`config.mk`:
```
export PLATFORM = sky130hd
export DESIGN_NAME = jk_bank_arbiter
export DESIGN_NICKNAME = d
export VERILOG_FILES = /design/src/rtl/jk_bank_pkg.sv /design/src/rtl/jk_rr_arb.sv /design/src/rtl/jk_bank_arbiter.sv
export SDC_FILE = /design/constraint.sdc
export NUM_CORES = 1
export LEC_CHECK = 0
export ABC_CLOCK_PERIOD_IN_PS = 1400
export CORE_MARGIN = 3
export CORE_UTILIZATION = 41
export CTS_CLUSTER_DIAMETER = 100
export DETAILED_ROUTE_END_ITERATION = 6
export PLACE_DENSITY_LB_ADDON = 0.08
export SLEW_MARGIN = 20
export SYNTH_ARGS = -nofsm -noshare
export SYNTH_HDL_FRONTEND = slang
export SYNTH_SLANG_ARGS = --single-unit
```
`constraint.sdc`:
```
create_clock -name clk -period 1.4 [get_ports clk]
set_input_delay 0.14 -clock clk [delete_from_list [all_inputs] [get_ports clk]]
set_output_delay 0.14 -clock clk [all_outputs]
set_load 0.03 [all_outputs]
```
`src/rtl/jk_bank_pkg.sv`:
```
// Shared types and constants for the JK register-bank arbiter.
package jk_bank_pkg;

    localparam int unsigned DEFAULT_WIDTH = 8;

    typedef enum logic [1:0] {
        OP_HOLD = 2'd0,
        OP_SET  = 2'd1,
        OP_CLR  = 2'd2,
        OP_TOG  = 2'd3
    } op_e;

    typedef enum logic [1:0] {
        ST_IDLE = 2'd0,
        ST_EXEC = 2'd1,
        ST_ACK  = 2'd2
    } state_e;

endpackage

```
`src/rtl/jk_rr_arb.sv`:
```
// Two-way round-robin arbiter: prio names the requester that wins a tie.
module jk_rr_arb (
    input  logic [1:0] req,
    input  logic       prio,
    output logic [1:0] grant
);

    always_comb begin
        grant = '0;
        if (req == 2'b11) begin
            grant = prio ? 2'b10 : 2'b01;
        end else begin
            grant = req;
        end
    end

endmodule

```
`src/rtl/jk_bank_arbiter.sv`:
```
// Two requesters share a bank of JK flip-flops, one command per IDLE-EXEC-ACK pass.
// Optional JK_BANK_STATS_EN adds a saturating 16-bit completed-command counter (op_count).
module jk_bank_arbiter
    import jk_bank_pkg::*;
#(
    parameter int unsigned WIDTH = DEFAULT_WIDTH
) (
    input  logic             clk,
    input  logic             rst,
    input  logic [1:0]       req,
    input  logic [1:0]       op0,
    input  logic [1:0]       op1,
    input  logic [WIDTH-1:0] mask0,
    input  logic [WIDTH-1:0] mask1,
    output logic [1:0]       ack,
    output logic             busy,
    output logic [WIDTH-1:0] q,
    output logic [WIDTH-1:0] qn
`ifdef JK_BANK_STATS_EN
    ,
    output logic [15:0]      op_count
`endif
);

    state_e           state, state_nxt;
    logic             prio;
    logic [1:0]       grant;
    logic             win_idx;
    op_e              win_op;
    logic [WIDTH-1:0] win_mask;
    logic [WIDTH-1:0] j, k;

    jk_rr_arb u_arb (
        .req   (req),
        .prio  (prio),
        .grant (grant)
    );

    always_ff @(posedge clk) begin
        if (!rst) begin
            state <= ST_IDLE;
        end else begin
            state <= state_nxt;
        end
    end

    always_comb begin
        state_nxt = state;
        ack       = '0;
        busy      = 1'b0;
        case (state)
            ST_IDLE: begin
                if (|req) state_nxt = ST_EXEC;
            end
            ST_EXEC: begin
                busy      = 1'b1;
                state_nxt = ST_ACK;
            end
            ST_ACK: begin
                busy      = 1'b1;
                ack       = win_idx ? 2'b10 : 2'b01;
                state_nxt = ST_IDLE;
            end
            default: state_nxt = ST_IDLE;
        endcase
    end

    always_comb begin
        j = '0;
        k = '0;
        case (win_op)
            OP_SET: j = win_mask;
            OP_CLR: k = win_mask;
            OP_TOG: begin
                j = win_mask;
                k = win_mask;
            end
            default: ;
        endcase
    end

    // Command is captured in IDLE so requester changes during EXEC/ACK have no effect.
    always_ff @(posedge clk) begin
        if (!rst) begin
            q        <= '0;
            prio     <= 1'b0;
            win_idx  <= 1'b0;
            win_op   <= OP_HOLD;
            win_mask <= '0;
        end else begin
            case (state)
                ST_IDLE: begin
                    if (|req) begin
                        win_idx  <= grant[1];
                        win_op   <= grant[1] ? op_e'(op1) : op_e'(op0);
                        win_mask <= grant[1] ? mask1 : mask0;
                    end
                end
                ST_EXEC: q    <= (j & ~q) | (~k & q);
                ST_ACK:  prio <= ~win_idx;
                default: ;
            endcase
        end
    end

    assign qn = ~q;

`ifdef JK_BANK_STATS_EN
    always_ff @(posedge clk) begin
        if (!rst) begin
            op_count <= '0;
        end else if (state == ST_ACK && op_count != 16'hFFFF) begin
            op_count <= op_count + 16'd1;
        end
    end
`endif

endmodule

```
# Yosys cells after proc, flatten, opt, wreduce, memory -nomap -nowiden
# Cells that the tools add are included.
# totals
register_bits	22
inputBits	24
output_inout_bits	19
wordCells	36
# op_classes
n_eq_ne	7
n_mux	11
bitwise_logic	6
reduce_logical	6
# op_table
operator	n
2-to-1 mux 8 bit	3
AND 8 bit	2
NOT 8 bit	2
2-to-1 mux 2 bit	6
equality test 2 bit (second input constant)	4
OR 8 bit	1
OR reduction 2 bit	4
equality test 2 x 1 -> 1 bit (second input constant)	2
case mux 2 bit (2 select lines)	1
zero test 2 bit	1
inequality test 2 bit (second input constant)	1
AND reduction 2 bit	1
2-to-1 mux 1 bit	1
NOT 1 bit	1

# Depth between registers and ports, before layout
# Gate-level depths: netlist of the first run.
# depth
word_depth	6
mapped_depth	6
depth_no_buf	5

# By module
# From an unflattened synthesis of the first run, not the netlist that was laid out.
# hier_totals
cells_unflattened	128
area_unflattened_um2	1241.2
# modules_own_cells
mod	n_inst	cells_each	area_per_inst_um2	seq_area_each_um2
jk_bank_arbiter	1	125	1222.4	440.4
jk_rr_arb	1	3	18.8	0.0

# Least setup slack after synthesis of the first run
# OpenSTA, ideal clock, no wires.
# synth_timing
kind	register to register
startpoint	register state[0]
endpoint	register prio
setup_time_ns	0.059
arrival_ns	1.248
t_required_ns	1.341
path_slack_ns	0.093
stages_incl_launch_ff	5
n_path_buf	0
period_less_slack_ns	1.307
cell_sequence	dfxtp_1 -> inv_1 -> ha_1 -> nor2b_1 -> o21a_1
# synth_between
elab_chain_len	1
# synth_rtl
item	line	text
start, declared	jk_bank_arbiter.sv:25	state_e state, state_nxt;
start signal, assigned	jk_bank_arbiter.sv:43	state <= state_nxt;
equality test 2 bit	jk_bank_arbiter.sv:91	case (state)
end signal, assigned	jk_bank_arbiter.sv:100	ST_ACK: prio <= ~win_idx;
end, declared	jk_bank_arbiter.sv:26	logic prio;
# No other way between the ends.
# A chain may end at the register's enable or synchronous reset.

# Final worst setup path of the first run
# layout_timing
startpoint	register state[0]
endpoint	output ack[1]
# layout_between
elab_chain_len	2
# layout_rtl
item	line	text
equality test 2 bit	jk_bank_arbiter.sv:51	case (state)
2-to-1 mux 2 bit	jk_bank_arbiter.sv:51	
end, declared	jk_bank_arbiter.sv:15	output logic [1:0] ack,
# No other way between the ends.

==> metrics.md, run 1 <==
| Metric | Value |
|---|---|
| Final setup TNS | `0 ns` |
| PortBufs | `42` |
| Pleak | `approximately 0.57 nW` |
| Root buffer cell | `clkbuf_4` |
| Actual transition at the worst max-transition pin | `0.452 ns` |
| Pwr dens | `~910 nW/µm²` |
| Mapped cell area | `around 1000 µm²` |
| CP delay by family, top | `flip-flops` |
| DR DRC count | `0` |
| Vias in the first global route | `1047` |
| Min-Delay Path Class | `input pin to register` |
| Clk slew on worst S/H paths | `approximately 0.12 ns` |
| First-pass GRT wire length | `approximately 4800 µm` |
| I/O Pins | `43` |
| GRT Total Usage | `around a fifth` |
| H-tree depth | `1` |
| Largest net degree at the start of global routing | `23` |
| WL final | `roughly 2900 µm` |
| Max VDD drop | `roughly 0.69 mV` |
| Num rows | `17` |
| Die W | `about 56 µm` |
| Die height | `roughly 56 µm` |
| CP Buf/Inv Count | `2` |
| Maxcap violations | `0` |
| Outcome | `finished clean` |
| Commonest non-fill, non-tap cells in the layout | `clkdlybuf4s50_1, dfxtp_1, o21ai_0` |
| Crit path required time | `1.26 ns` |
| RSZ-0062 raised after global routing | `no` |
| Syn Area/Cell | `7.83 µm²` |
| Inserted Diodes | `0` |
| Share of post-route cells with drive strength above 1 | `about an eighth` |
| Total global routing overflow | `0` |
| Crit-path cells | `inv_2 -> ha_2 -> and2_1 -> buf_4` |
| CP arrival | `about 1.2 ns` |
| # nets final | `about 200` |
| YS warnings | `0` |
| Gpl congestion | `0.756` |
| Die area | `around 3200 µm²` |
| Register area share after synthesis | `a little over two fifths` |
| Final Max Slew Viols | `0` |
| Finish-stage setup viols | `0` |
| Fin. Hold Viols | `0` |
| Detailed Routing Iterations Pass 1 | `4` |
| Max FO, Critical Path | `3` |
| Synth Net Count | `160` |
| Clock period minus worst slack | `1.31 ns` |
| Clk_lat worst skew | `roughly 0.3 ns` |
| Slowest-stage cell, CP | `dfxtp_2` |
| Post-DP HPWL | `a little under 2000 µm` |
| Synth cell types | `22` |
| Setup crit start kind | `register` |
| Clock buffer depth | `2` |
| Vias | `around 1100` |
| Hold buffer count at cts | `0` |
| Starting DRT DRC Count | `44` |
| Slew margin rel. | `69.8%` |
| Core box area | `~2300 µm²` |
| Routed Antenna Nets | `0` |
| Period Utilization, post-route | `93.9%` |
| Reg2reg start | `state[0]` |
| Max stage delay on crit path | `about 0.35 ns` |
| Max Clk Rate | `between 700 and 800 MHz` |
| CTS tree | `yes` |
| Crit. Startpoint | `state[0]` |
| Routed wire per std cell | `approximately 14 µm` |
| Starting density of the core | `approximately 45%` |
| CP endpoint kind | `output port` |
| Antenna violations before repair | `0` |
| Area Growth Syn to Fin | `46.7%` |
| Mapped Cells | `roughly 130` |
| Synth Register Bits | `22` |
| Hold Crit Start | `mask0[1]` |
| CTS Sinks | `22` |
| Min Hold Slack | `0.387 ns` |
| Crit Path Category | `register to output port` |
| Skew final | `about 0.0016 ns` |
| Average vias per placed instance | `around 5.4` |
| CTS buffer count | `3` |
| Most common cell after layout, fill and taps aside | `clkdlybuf4s50_1` |
[worst paths after layout]
check,endpoint,slack [ns],cells past startpoint
worst min-delay path,win_mask[1],0.39,3
worst min register to register,q[1],0.54,2
worst max register to register,q[5],0.10,5
worst max-delay path,ack[1],0.09,4
[flip-flops by register name, indices dropped and copies added (netlist names)]
signal,flops
prio,1
q,8
win_op,2
win_mask,8
win_idx,1
state,2
[synthesized netlist by cell type]
cell      instances  area (µm²)
dfxtp_1          22         440
o21ai_0          19        95.1
a21oi_1          18        90.1
inv_1            11        41.3
a31oi_1          10        62.6
o21ai_1          10        50.1
nand2_1           9        33.8
nor2_1            8        30.0
ha_1              4        50.1
nor2b_1           4        25.0
clkbuf_1          3        11.3
and2_1            2        12.5
buf_2             2        10.0
buf_4             2        15.0
a32oi_1           1        8.76
and2b_1           1        7.51
mux2i_1           1        10.0
nand2b_1          1        6.26
nor3b_1           1        7.51
o21a_1            1        7.51
o21a_2            1        8.76
o311a_1           1        10.0
[per-layer routing]
metal | wire, µm | track usage [%] | share of wire, %
met5 | 0 | 0 | 0
met4 | 18 | 6.78 | 0.63
met3 | 188 | 3.48 | 6.6
met2 | 1360 | 31.7 | 47
met1 | 1300 | 24.1 | 45
[stage by stage]
| stage | worst slack (ns) | utilization, % | instances | area, µm² | total power (W) |
|---|---|---|---|---|---|
| 4_1_cts | 0.00236 | 64.7 | 202 | 1490 | 0.00137 |
| 6_report | 0.0860 | 66.0 | 203 | 1520 | 0.00138 |
| 2_1_floorplan | 0.0926 | - | 132 | 1030 | 0.000934 |
| 5_1_grt | 0.0182 | 66.0 | 203 | 1520 | 0.00146 |
| 3_3_place_gp | -0.0734 | 64.2 | 199 | 1480 | 0.00107 |
| 3_5_place_dp | -0.0961 | 64.2 | 199 | 1480 | 0.00108 |
[cells by family (layout without fill, tap and decap cells)]
logic type / Yosys count / count (layout) / synth area share [%]
mux: 1 / 1 / 0.969
buf+inv: 18 / 61 / 7.51
simple gates: 26 / 26 / 11.9
compound gates: 61 / 61 / 32.2
flops: 22 / 22 / 42.6
fa+ha+maj: 4 / 4 / 4.84
[final cells by class]
| class | instances | area [µm²] |
|---|---|---|
| clock buffer | 3 | 22.5 |
| fill | 213 | 781 |
| inverter | 11 | 41.3 |
| multi-input combinational | 92 | 537 |
| sequential | 22 | 443 |
| tap | 28 | 35.0 |
| timing repair buffer | 47 | 438 |
[report_power, final]
group / internal [W] / switching [W] / total, W
registers: 0.000681 / 0.0000403 / 0.000721
logic: 0.000173 / 0.000192 / 0.000365
clock network: 0.000100 / 0.000192 / 0.000292
[worst min-delay path, delay by kind of cell]
family	cells	cell delay, ns
AO/OA/AOI/OAI	2	0.13
buffers and inverters	1	0.39
[what timing repair did]
item                                    4_1_cts  5_1_grt
pin swaps                                     0        1
resized for setup                            19        9
endpoints found under the setup margin       29       12
buffers inserted                              0        1
Note: power is estimated with default switching activity, not from simulation.
==> run 2: changes to the inputs <==
--- a/config.mk
+++ b/config.mk
@@ -6,10 +6,12 @@
 export NUM_CORES = 1
 export LEC_CHECK = 0
 export ABC_CLOCK_PERIOD_IN_PS = 1400
+export CORE_ASPECT_RATIO = 0.7
 export CORE_MARGIN = 3
 export CORE_UTILIZATION = 41
 export CTS_CLUSTER_DIAMETER = 100
 export DETAILED_ROUTE_END_ITERATION = 6
+export GPL_ROUTABILITY_DRIVEN = 0
 export PLACE_DENSITY_LB_ADDON = 0.08
 export SLEW_MARGIN = 20
 export SYNTH_ARGS = -nofsm -noshare
==> run 2 against run 1 <==
Effect of this change: total power rose by 16%; highest routed layer unchanged; clock skew rose by 0.011 ns; via count rose by 2.2%; die area rose by 0.31%; hold slack got worse by 0.015 ns; routed wire length rose by 5.6%; register-to-register slack got worse by 0.04 ns; flip-flop and latch count did not move.
==> metrics.md, run 2 (synthesized netlist as in run 1, its figures left out) <==
| Metric | Value |
|---|---|
| Pwr dens | `1010 nW/µm²` |
| Maxcap violations | `0` |
| Crit path required time | `approximately 1.3 ns` |
| Die area | `~3200 µm²` |
| Final instance area | `between 1500 and 2000 µm²` |
| Antenna violations before repair | `0` |
| Clk slew on worst S/H paths | `about 0.13 ns` |
| CP arrival | `1.21 ns` |
| Die W | `around 66 µm` |
| Biggest regs | `q: 8 flops, win_mask: 8 flops` |
| RSZ-0062 raised after global routing | `no` |
| Slew margin rel. | `approximately two thirds` |
| Starting DRT DRC Count | `50` |
| Commonest non-fill, non-tap cells in the layout | `clkdlybuf4s50_1, dfxtp_1, a21oi_1` |
| Share of post-route cells with drive strength above 1 | `12.3%` |
| Final Max Slew Viols | `0` |
| CTS buffer count | `3` |
| Vias in the first global route | `roughly 1100` |
| Post-place setup slack | `-0.260 ns` |
| Routed wire per std cell | `about 14 µm` |
| # nets final | `about 210` |
| Total global routing overflow | `0` |
| First-pass GRT wire length | `around 4700 µm` |
| Fin. Hold Viols | `0` |
| CTS Sinks | `22` |
| PortBufs | `42` |
| Most common cell after layout, fill and taps aside | `clkdlybuf4s50_1` |
| Post-DP HPWL | `between 2000 and 2500 µm` |
| DR DRC count | `0` |
| Max FO, Critical Path | `3` |
| Num rows | `14` |
| Slowest-stage cell, CP | `dfxtp_4` |
| Vias | `1116` |
| WL final | `between 3000 and 4000 µm` |
| H-tree depth | `1` |
| Min-Delay Path Class | `input pin to register` |
| Average vias per placed instance | `roughly 5.3` |
| Postcts setup bufs | `0` |
| Finish-stage setup viols | `0` |
| CP endpoint kind | `output port` |
| Final setup TNS | `0 ns` |
| Die height | `a little under 50 µm` |
| Routed Antenna Nets | `0` |
| Clock period minus worst slack | `between 1 and 1.5 ns` |
| Outcome | `finished clean` |
| Skew final | `0.0128 ns` |
| Placed inst area | `1510 µm²` |
| Actual transition at the worst max-transition pin | `0.505 ns` |
| Final WS setup | `approximately 0.05 ns` |
| Core box area | `2260 µm²` |
| Crit-path cells | `inv_1 -> ha_1 -> buf_4` |
| Starting density of the core | `45.7%` |
| Clock buffer depth | `2` |
| Max Clk Rate | `between 700 and 800 MHz` |
| Crit Path Category | `register to output port` |
| Max VDD drop | `about 0.75 mV` |
| Setup crit start kind | `register` |
| Detailed Routing Iterations Pass 1 | `4` |
| Area Growth Syn to Fin | `53.9%` |
| Inserted Diodes | `0` |
| Utilization after layout | `70.4%` |
| Period Utilization, post-route | `between 90% and 100%` |
| Largest net degree at the start of global routing | `23` |
| I/O Pins | `43` |
| Root buffer cell | `clkbuf_4` |
| Pleak | `roughly 0.60 nW` |
| Max stage delay on crit path | `just under 0.4 ns` |
| Clk_lat worst skew | `roughly 0.32 ns` |
| CTS tree | `yes` |
| GRT Total Usage | `roughly a fifth` |
| Min Hold Slack | `about 0.37 ns` |
-- run 2: cell types whose count changed in the layout (fill, tap and decap cells not counted), moves of 2 or more --
cell / before / now
o21ai_0: 19 / 15
inv_2: 2 / 0
o21ai_1: 9 / 13
buf_4: 6 / 9
ha_2: 2 / 0
inv_1: 9 / 11
-- run 2: what timing repair did --
| item | in CTS | in global routing |
|---|---|---|
| pin swaps | 0 | 1 |
| setup endpoints to repair | 29 | 12 |
| hold buffers | 0 | 0 |
| gates resized for setup | 22 | 10 |
-- run 2: power breakdown --
| part | leakage, nW | switching [W] | internal [W] |
|---|---|---|---|
| Combinational | 0.394 | 0.000207 | 0.000184 |
| Clock | 0.0279 | 0.000203 | 0.000290 |
| Sequential | 0.181 | 0.0000402 | 0.000680 |
-- run 2: worst max-delay path, delay by kind of cell, from the launching register on --
kind,cells,cell delay [ns]
fa+ha+maj,1,0.28
buf+inv,2,0.24
flops,1,0.39
-- run 2: path summary, 6_finish.rpt --
check	start	to	depth (start not counted)	slack, ns
setup / recovery	state[1]	busy	3	0.05
hold / removal	mask0[0]	win_mask[0]	3	0.37
setup reg to reg	state[1]	win_op[1]	6	0.06
hold reg to reg	win_mask[1]	q[1]	2	0.54
-- run 2: layout make-up --
type / instances / area (µm²)
timing repair buffer: 50 / 460
sequential: 22 / 445
tap: 32 / 40.0
clock buffer: 3 / 22.5
inverter: 11 / 41.3
clock inverter: 1 / 30.0
fill: 193 / 669
multi-input combinational: 92 / 551
-- run 2: routing by layer --
metal / vias to the layer above / track usage, % / share of wire (%)
met1: 526 / 23.8 / 44
met4: 0 / 7.69 / 0.93
met2: 32 / 34.3 / 49
li1: 554 / - / -
met3: 4 / 6.34 / 5.2
met5: - / 0 / 0
-- run 2: per-stage QoR --
step | power (W) | cells
after floorplan | 0.000934 | 132
after global placement | 0.00108 | 207
after detailed placement | 0.00110 | 207
after CTS | 0.00159 | 211
after global routing | 0.00168 | 211
final | 0.00160 | 211
==> run 3: changes to the inputs <==
--- a/config.mk
+++ b/config.mk
@@ -11,7 +11,6 @@
 export CORE_UTILIZATION = 41
 export CTS_CLUSTER_DIAMETER = 100
 export DETAILED_ROUTE_END_ITERATION = 6
-export GPL_ROUTABILITY_DRIVEN = 0
 export PLACE_DENSITY_LB_ADDON = 0.08
 export SLEW_MARGIN = 20
 export SYNTH_ARGS = -nofsm -noshare
==> results of run 3 <==
The final DEF is identical to that of run 2; final timing and power are the same.
